File: config.mk
export PLATFORM = sky130hd
export DESIGN_NAME = xfer_sequencer
export DESIGN_NICKNAME = d
export VERILOG_FILES = /design/src/rtl/xfer_sequencer.sv
export SDC_FILE = /design/constraint.sdc
export NUM_CORES = 1
export LEC_CHECK = 0
export CAP_MARGIN = 20
export CORE_UTILIZATION = 30
export DETAILED_ROUTE_END_ITERATION = 10
export PLACE_DENSITY_LB_ADDON = 0.25
export SLEW_MARGIN = 10
export SYNTH_ARGS = -nofsm -noshare
export SYNTH_HDL_FRONTEND = slang
export SYNTH_SLANG_ARGS = --single-unit
File: constraint.sdc
create_clock -name clk -period 6.2 [get_ports clk]
set_input_delay 1.24 -clock clk [delete_from_list [all_inputs] [get_ports clk]]
set_output_delay 1.24 -clock clk [all_outputs]
set_load 0.01 [all_outputs]
File: src/rtl/xfer_sequencer.sv
// Sequences RAM<->accelerator transfers for one FFT/FIR/IIR job at a time.
// Latency: start -> ARM next edge; RUN grants (pauses, strobes) follow inputs in the same cycle.
// Backpressure: with neither direction grantable RUN holds; the optional watchdog bounds the stall.
module xfer_sequencer #(
    parameter int WDOG_W = 16
) (
    input  logic              clk,
    input  logic              reset,
    input  logic              start,
    input  logic [1:0]        mode,
    input  logic              abort,
    input  logic [WDOG_W-1:0] wdog_limit,
    input  logic              acc_in_ready,
    input  logic              acc_out_valid,
    input  logic              fft_read_done,
    input  logic              fft_write_done,
    input  logic              fir_read_done,
    input  logic              fir_write_done,
    input  logic              iir_read_done,
    input  logic              iir_write_done,
    output logic              fft_enable,
    output logic              fir_enable,
    output logic              iir_enable,
    output logic              fft_read_pause,
    output logic              fft_write_pause,
    output logic              fir_read_pause,
    output logic              fir_write_pause,
    output logic              iir_read_pause,
    output logic              iir_write_pause,
    output logic              ram_re,
    output logic              ram_we,
    output logic              busy,
    output logic              done,
    output logic              err
);

    typedef enum logic [2:0] {
        S_IDLE   = 3'd0,
        S_ARM    = 3'd1,
        S_RUN    = 3'd2,
        S_FINISH = 3'd3,
        S_ERROR  = 3'd4
    } state_t;

    localparam logic [1:0] MODE_FFT = 2'b01;
    localparam logic [1:0] MODE_FIR = 2'b10;
    localparam logic [1:0] MODE_IIR = 2'b11;

    localparam logic [WDOG_W-1:0] WDOG_ONE = {{(WDOG_W-1){1'b0}}, 1'b1};

    state_t            state_q;
    logic [1:0]        mode_q;
    logic              rd_seen_q;
    logic              wr_seen_q;
    logic [WDOG_W-1:0] wdog_q;
    logic [2:0]        en_q;      // {fft, fir, iir}
    logic              done_q;
    logic              err_q;

    logic              in_run;
    logic              wr_grant;
    logic              rd_grant;
    logic              hold;
    logic              sel_rd_done;
    logic              sel_wr_done;
    logic              rd_seen_d;
    logic              wr_seen_d;
    logic [WDOG_W-1:0] wdog_d;
    logic              wdog_trip;

    // One-hot enable pattern for a legal mode
    function automatic logic [2:0] mode_onehot(input logic [1:0] m);
        logic [2:0] oh;
        oh = 3'b000;
        case (m)
            MODE_FFT: oh = 3'b100;
            MODE_FIR: oh = 3'b010;
            MODE_IIR: oh = 3'b001;
            default:  oh = 3'b000;
        endcase
        return oh;
    endfunction

    // Route the latched accelerator's completion flags
    always_comb begin
        sel_rd_done = 1'b0;
        sel_wr_done = 1'b0;
        case (mode_q)
            MODE_FFT: begin
                sel_rd_done = fft_read_done;
                sel_wr_done = fft_write_done;
            end
            MODE_FIR: begin
                sel_rd_done = fir_read_done;
                sel_wr_done = fir_write_done;
            end
            MODE_IIR: begin
                sel_rd_done = iir_read_done;
                sel_wr_done = iir_write_done;
            end
            default: begin
                sel_rd_done = 1'b0;
                sel_wr_done = 1'b0;
            end
        endcase
    end

    // Direction arbitration is combinational on the accelerator handshakes so the
    // strobe lands in the same cycle the word is offered; write drains first.
    assign in_run   = (state_q == S_RUN);
    assign wr_grant = in_run && acc_out_valid && !wr_seen_q;
    assign rd_grant = in_run && !wr_grant && acc_in_ready && !rd_seen_q;
    assign hold     = in_run && !wr_grant && !rd_grant;

    // Next values of the sticky completion flags and the saturating stall counter
    always_comb begin
        rd_seen_d = rd_seen_q | (in_run & sel_rd_done);
        wr_seen_d = wr_seen_q | (in_run & sel_wr_done);
        wdog_d    = wdog_q;
        if (rd_grant || wr_grant) begin
            wdog_d = '0;
        end else if (hold && (wdog_q != '1)) begin
            wdog_d = wdog_q + WDOG_ONE;
        end
        wdog_trip = (wdog_limit != '0) && (wdog_d >= wdog_limit);
    end

    // Job FSM with registered enables, done pulse and sticky error
    always_ff @(posedge clk) begin
        if (reset) begin
            state_q   <= S_IDLE;
            mode_q    <= 2'b00;
            rd_seen_q <= 1'b0;
            wr_seen_q <= 1'b0;
            wdog_q    <= '0;
            en_q      <= 3'b000;
            done_q    <= 1'b0;
            err_q     <= 1'b0;
        end else begin
            done_q <= 1'b0;
            case (state_q)
                S_IDLE: begin
                    if (start) begin
                        if (mode != 2'b00) begin
                            mode_q    <= mode;
                            rd_seen_q <= 1'b0;
                            wr_seen_q <= 1'b0;
                            wdog_q    <= '0;
                            err_q     <= 1'b0;
                            en_q      <= mode_onehot(mode);
                            state_q   <= S_ARM;
                        end else begin
                            err_q <= 1'b1;
                        end
                    end
                end
                S_ARM: begin
                    if (abort) begin
                        en_q    <= 3'b000;
                        err_q   <= 1'b1;
                        state_q <= S_ERROR;
                    end else begin
                        state_q <= S_RUN;
                    end
                end
                S_RUN: begin
                    rd_seen_q <= rd_seen_d;
                    wr_seen_q <= wr_seen_d;
                    wdog_q    <= wdog_d;
                    // Abort outranks a completion landing in the same cycle
                    if (abort) begin
                        en_q    <= 3'b000;
                        err_q   <= 1'b1;
                        state_q <= S_ERROR;
                    end else if (rd_seen_d && wr_seen_d) begin
                        en_q    <= 3'b000;
                        done_q  <= 1'b1;
                        state_q <= S_FINISH;
                    end else if (wdog_trip) begin
                        en_q    <= 3'b000;
                        err_q   <= 1'b1;
                        state_q <= S_ERROR;
                    end
                end
                S_FINISH: begin
                    state_q <= S_IDLE;
                end
                S_ERROR: begin
                    state_q <= S_IDLE;
                end
                default: begin
                    en_q    <= 3'b000;
                    state_q <= S_IDLE;
                end
            endcase
        end
    end

    assign fft_enable = en_q[2];
    assign fir_enable = en_q[1];
    assign iir_enable = en_q[0];

    // A pause drops only for the granted direction of the latched accelerator
    assign fft_read_pause  = !(rd_grant && (mode_q == MODE_FFT));
    assign fft_write_pause = !(wr_grant && (mode_q == MODE_FFT));
    assign fir_read_pause  = !(rd_grant && (mode_q == MODE_FIR));
    assign fir_write_pause = !(wr_grant && (mode_q == MODE_FIR));
    assign iir_read_pause  = !(rd_grant && (mode_q == MODE_IIR));
    assign iir_write_pause = !(wr_grant && (mode_q == MODE_IIR));

    assign ram_re = rd_grant;
    assign ram_we = wr_grant;
    assign busy   = (state_q != S_IDLE);
    assign done   = done_q;
    assign err    = err_q;

endmodule

After elaboration in Yosys (flattened, before gate mapping)
Cells that the tools add are included.

word-level totals
  input port bits = 30
  flip-flop bits (word level) = 28
  logic and storage cells = 106
  output and inout port bits = 14

operators by class
  add/sub/neg operators = 1
  order comparisons = 1
  mux-type cells = 34
  eq/ne operators = 17
  bitwise operators = 6
  reduce and logical (&&, ||, !) cells = 39

operators with widths
  kind                                                  count
  2-to-1 mux 16 bit                                     4
  2-to-1 mux 3 bit                                      12
  case mux 16 bit (2 select lines)                      1
  case mux 3 bit (3 select lines)                       2
  adder 16 x 1 -> 16 bit (second input constant)        1
  greater-or-equal comparator 16 bit                    1
  != test 16 bit (second input constant)                1
  nonzero test 16 bit                                   1
  logical AND 1 bit                                     15
  case mux 3 bit (4 select lines)                       1
  logical NOT 1 bit                                     10
  AND reduction 5 bit                                   2
  2-to-1 mux 1 bit                                      9
  case mux 1 bit (3 select lines)                       3
  AND reduction 3 bit                                   3
  equality test 2 bit (second input constant)           4
  equality test 3 x 2 -> 1 bit (second input constant)  2
  != test 2 bit (second input constant)                 3
  nonzero test 3 bit                                    2
  equality test 2 x 1 -> 1 bit (second input constant)  2
  != test 4 x 2 -> 1 bit (second input constant)        1
  case mux 1 bit (2 select lines)                       2
  nonzero test 2 bit                                    2
  equality test 3 x 1 -> 1 bit (second input constant)  1
  10 further kinds                                      13

Longest topological paths before layout
  depth after elaboration = 18
  gate-level depth with buffers = 16
  mapped depth without buffers = 14

Worst setup path after synthesis
OpenSTA, ideal clock, no wires.

  kind = input to register
  start = input acc_in_ready
  end = register en_q[0]
  buffers on the path = 0
  setup slack = 2.242 ns
  library setup time = 0.072 ns
  data arrival time = 3.887 ns
  stages = 13
  data required time = 6.128 ns
  cell sequence = nand2b_1 > nand3_1 > a211oi_4 > nand2_1 > xor2_1 > nor2_1 > ha_1 > a21o_1 > a21o_1 > a2111oi_0 > a31oi_1 > nor2_1 > mux2i_1

between the ends
  longest elaborated chain between the ends = 11
  elaborated cells on any way between the ends = 12
  those cells by class = order compare (1); eq/ne (1); mux (2); reduce/logical (8)

ends and longest elaborated chain
  element                                      RTL line  source
  start, declared                              13        input logic acc_in_ready,
  logical AND 1 bit (*) (2 in series)          112       assign rd_grant = in_run && !wr_grant && acc_in_ready && !rd_seen_q;
  logical NOT 1 bit                            113       assign hold = in_run && !wr_grant && !rd_grant;
  logical AND 1 bit                            113
  logical AND 1 bit                            122       end else if (hold && (wdog_q != '1)) begin
  2-to-1 mux 16 bit                            122
  2-to-1 mux 16 bit (*)                        120       if (rd_grant || wr_grant) begin
  greater-or-equal comparator 16 bit (*)       125       wdog_trip = (wdog_limit != '0) && (wdog_d >= wdog_limit);
  logical AND 1 bit (*)                        125
  != test 4 x 2 -> 1 bit (no source line) (*)  n/a
  AND reduction 5 bit (no source line) (*)     n/a
  end signal, assigned                         150       en_q <= mode_onehot(mode);
  end, declared                                56        logic [2:0] en_q;

Mark *: on every way between the ends. The rest lies on a longest branch, timed or not.
A chain may end at the register's enable or synchronous reset.

Worst setup path after layout
  start = input acc_in_ready
  end = register en_q[2]

The elaborated chain is that of the path after synthesis.

==> flow_metrics.tcl <==
set metrics [dict create \
    max_freq_mhz 221.3 \
    async_flop_share_pct 0 \
    path_max_fanout 9 \
    clk_pin_slew_worst_paths_ps 100 \
    port_buffers 43 \
    place_hpwl_um 4632 \
    leakage_nw 1.152 \
    regToRegSetupSlack_ps 2280 \
    cts_made_buffers 3 \
    cp.required_ps 6420 \
    synth_area_um2 2315 \
    worstHoldPathType "flop to flop" \
    die_area_um2 8071 \
    nets 389 \
    via_count 2271 \
    rr_startpoint "state_q[1]" \
    drt_iter0_markers 100 \
    finalWorstSetupSlack_ps 1682 \
    met2_length_um 2509 \
    syn-num-nets 352 \
    synth_top_cell_area_share_pct 24.22 \
    worstRegToRegCells 13 \
    clkSinkCount 28 \
    grt_pass1_vias 2043 \
    wl_per_cell_um 13.06 \
    clk_latency_ps 280 \
    maxCapViolations 0 \
    critPathCaptureType "flop" \
    reg2reg_to "en_q[2]" \
    synthTopCellsByArea "dfxtp_1, ha_1, nand2_1" \
    fillers 767 \
    tightest_slew_ps 798.5 \
    gr-total-overflow 0 \
    min_period_ps 4518 \
    final.setup_skew_ps 6.364 \
    grt_max_degree 21 \
    slew_headroom_pct 46.35 \
    synth-seq-cells 28 \
    avgSynthCellArea_um2 7.589 \
    setup_viol 0 \
    ys.flop_type "dfxtp_1" \
    critical_path_class "primary input to flop" \
    fp.dieW_um 89.84 \
    fin_crit_sh_pct 72.87 \
    via_per_inst 5.161 \
    vdd_drop_max_mv 0.08105 \
    place_congestion 0.8315 \
    top_layer "met4" \
    placed_area_um2 2793 \
    diodes 0 \
    startpoint_type "primary input" \
    grt_pass1_wl_um 9735 \
    p_per_area_nw_per_um2 143.9 \
    wirelength_um 5745 \
    drive_above_1_share_pct 4.399 \
    drcViolationCount 0 \
    yosys_warnings 0 \
    cts.htree.levels 1 \
    initial_core_util_pct 31.41 \
    synth_edf_count 0 \
    hold_depth 2 \
    power.total_mw 0.4122 \
    synth_top_area_cell "dfxtp_1" \
    regArea_um2 560.5 \
    synth_cell_type_count 56 \
    cts_tree "yes" \
    syn_inst 305 \
    place_ws_ps 1311 \
    final_area_um2 2864 \
    final_antenna_net_count 0 \
    seq_area_frac_synth_pct 24.22 \
    hold_end "en_q[1]" \
    clockBufferDepth 2 \
    io_pins 44 \
    post_cts_resized 0 \
    maxSlewViolCount 0 \
    hold_viol 0 \
    grt_usage_pct 14.47 \
    wl_met3_um 238 \
    multi_input_area_um2 1569 \
    root_buffer "clkbuf_8" \
    cts_setup_buffers 0 \
    drtPass1Iterations 4 \
    status "completed" \
    antenna_found_initial 0 \
    hold_start "en_q[1]" \
    setup-tns-final_ps 0 \
    area_growth_pct 23.73 \
    fp.dieH_um 89.84 \
    ctsHoldBuffers 0 \
    fp-row-count 31 \
    rsz0062_at_grt "no" \
    core_um2 7370 \
    drt-met1-wl_um 2954 \
    crit_arrival_ps 4740 \
]
synthesized netlist by cell type (3+ instances only):
cell type and count:
a211oi_1 3, a21o_1 5, a21oi_1 24, and3_1 3
buf_6 5, clkbuf_1 6, dfxtp_1 28, ha_1 17
inv_1 26, mux2i_1 4, nand2_1 35, nand2b_1 5
nand3_1 15, nand4_1 8, nor2_1 26, nor3_1 7
nor4_1 4, o211ai_1 4, o21ai_0 19, o31ai_1 6
xnor2_1 5, xor2_1 8
cells by family (layout without fill, tap and decap cells):
logic type / Yosys count / after routing / share of synthesized area, %
xor+xnor: 13 / 13 / 4.919
buf+inv: 39 / 75 / 7.999
flops: 28 / 28 / 24.22
mux: 6 / 6 / 2.703
simple gates: 120 / 120 / 27.08
compound gates: 82 / 82 / 23.89
fa+ha+maj: 17 / 17 / 9.189
report_power, final:
group	leakage (nW)	internal [mW]	switching, mW
sequential	0.227	0.184	0.00603
combinational	0.889	0.0385	0.0355
clock	0.0357	0.0866	0.0620
routing by layer:
| layer | vias to the layer above | global-route usage [%] |
|---|---|---|
| met5 | - | 0 |
| met3 | 5 | 1.777 |
| met4 | 0 | 3.279 |
| li1 | 1167 | - |
| met1 | 1044 | 21.21 |
| met2 | 55 | 22.44 |
how the worst max path moves through the flow:
stage,start,endpoint,slack [ps],depth (start not counted)
2_1_floorplan,acc_in_ready,en_q[0],2240,13
3_3_place_gp,acc_in_ready,en_q[2],1410,14
3_5_place_dp,acc_in_ready,en_q[0],1310,14
4_1_cts,acc_in_ready,en_q[0],1630,14
5_1_grt,acc_in_ready,en_q[2],1260,14
6_report,acc_in_ready,en_q[2],1680,14
sequential cells by signal (all words and copies together) (netlist names):
name	cells
rd_seen_q	1
wr_seen_q	1
err	1
wdog_q	16
mode_q	2
state_q	3
en_q	3
done	1
cell usage in the layout, fill, tap and decap left out, types with 2 or more instances in the layout:
| master | instances |
|---|---|
| o211ai_1 | 4 |
| xor2_1 | 8 |
| and3b_1 | 2 |
| o21ai_0 | 19 |
| a22o_1 | 2 |
| dfxtp_1 | 28 |
| nor2_1 | 26 |
| nand3_1 | 15 |
| mux2_2 | 2 |
| nor4_1 | 4 |
| nor2b_1 | 2 |
| or3_1 | 2 |
| and3_1 | 3 |
| clkdlybuf4s50_1 | 43 |
| a2111oi_0 | 2 |
| a31oi_1 | 2 |
| a211oi_1 | 3 |
| ha_1 | 17 |
| nand2b_1 | 5 |
| inv_1 | 26 |
| xnor2_1 | 5 |
| nand4_1 | 8 |
| nor3_1 | 7 |
| and4_1 | 2 |
| a21oi_1 | 24 |
| o31ai_1 | 6 |
| mux2i_1 | 4 |
| clkbuf_8 | 3 |
| a21o_1 | 5 |
| nand2_1 | 35 |
worst max-delay path, stage by stage:
cell             delay [ps]
clkdlybuf4s50_1         410
nand2b_1                170
nand3_1                 260
a211oi_4                380
nand2_1                 150
xor2_1                  170
nor2_1                  110
ha_1                    260
a21o_1                  180
a21o_1                  160
a2111oi_0               590
a31oi_1                 220
nor2_1                  230
mux2i_1                 200
final cells by class:
| type | instances | area share (%) |
|---|---|---|
| Clock buffer | 3 | 1.442 |
| Clock inverter | 1 | 1.048 |
| Inverter | 27 | 3.539 |
| Multi-Input combinational cell | 238 | 54.78 |
| Sequential cell | 28 | 19.57 |
| Tap cell | 99 | 4.325 |
| Timing Repair Buffer | 44 | 15.29 |
per-stage QoR:
| stage | hold WS, ps | instances | utilization [%] |
|---|---|---|---|
| final | 479.2 | 440 | 38.86 |
| after global routing | 522.4 | 440 | 38.86 |
| after CTS | 489.1 | 440 | 38.86 |
| after detailed placement | 473.1 | 436 | 37.89 |
| after global placement | 456.3 | 436 | 37.89 |
| after floorplan | 457.0 | 305 | - |
Note: power is estimated with default switching activity, not from simulation.
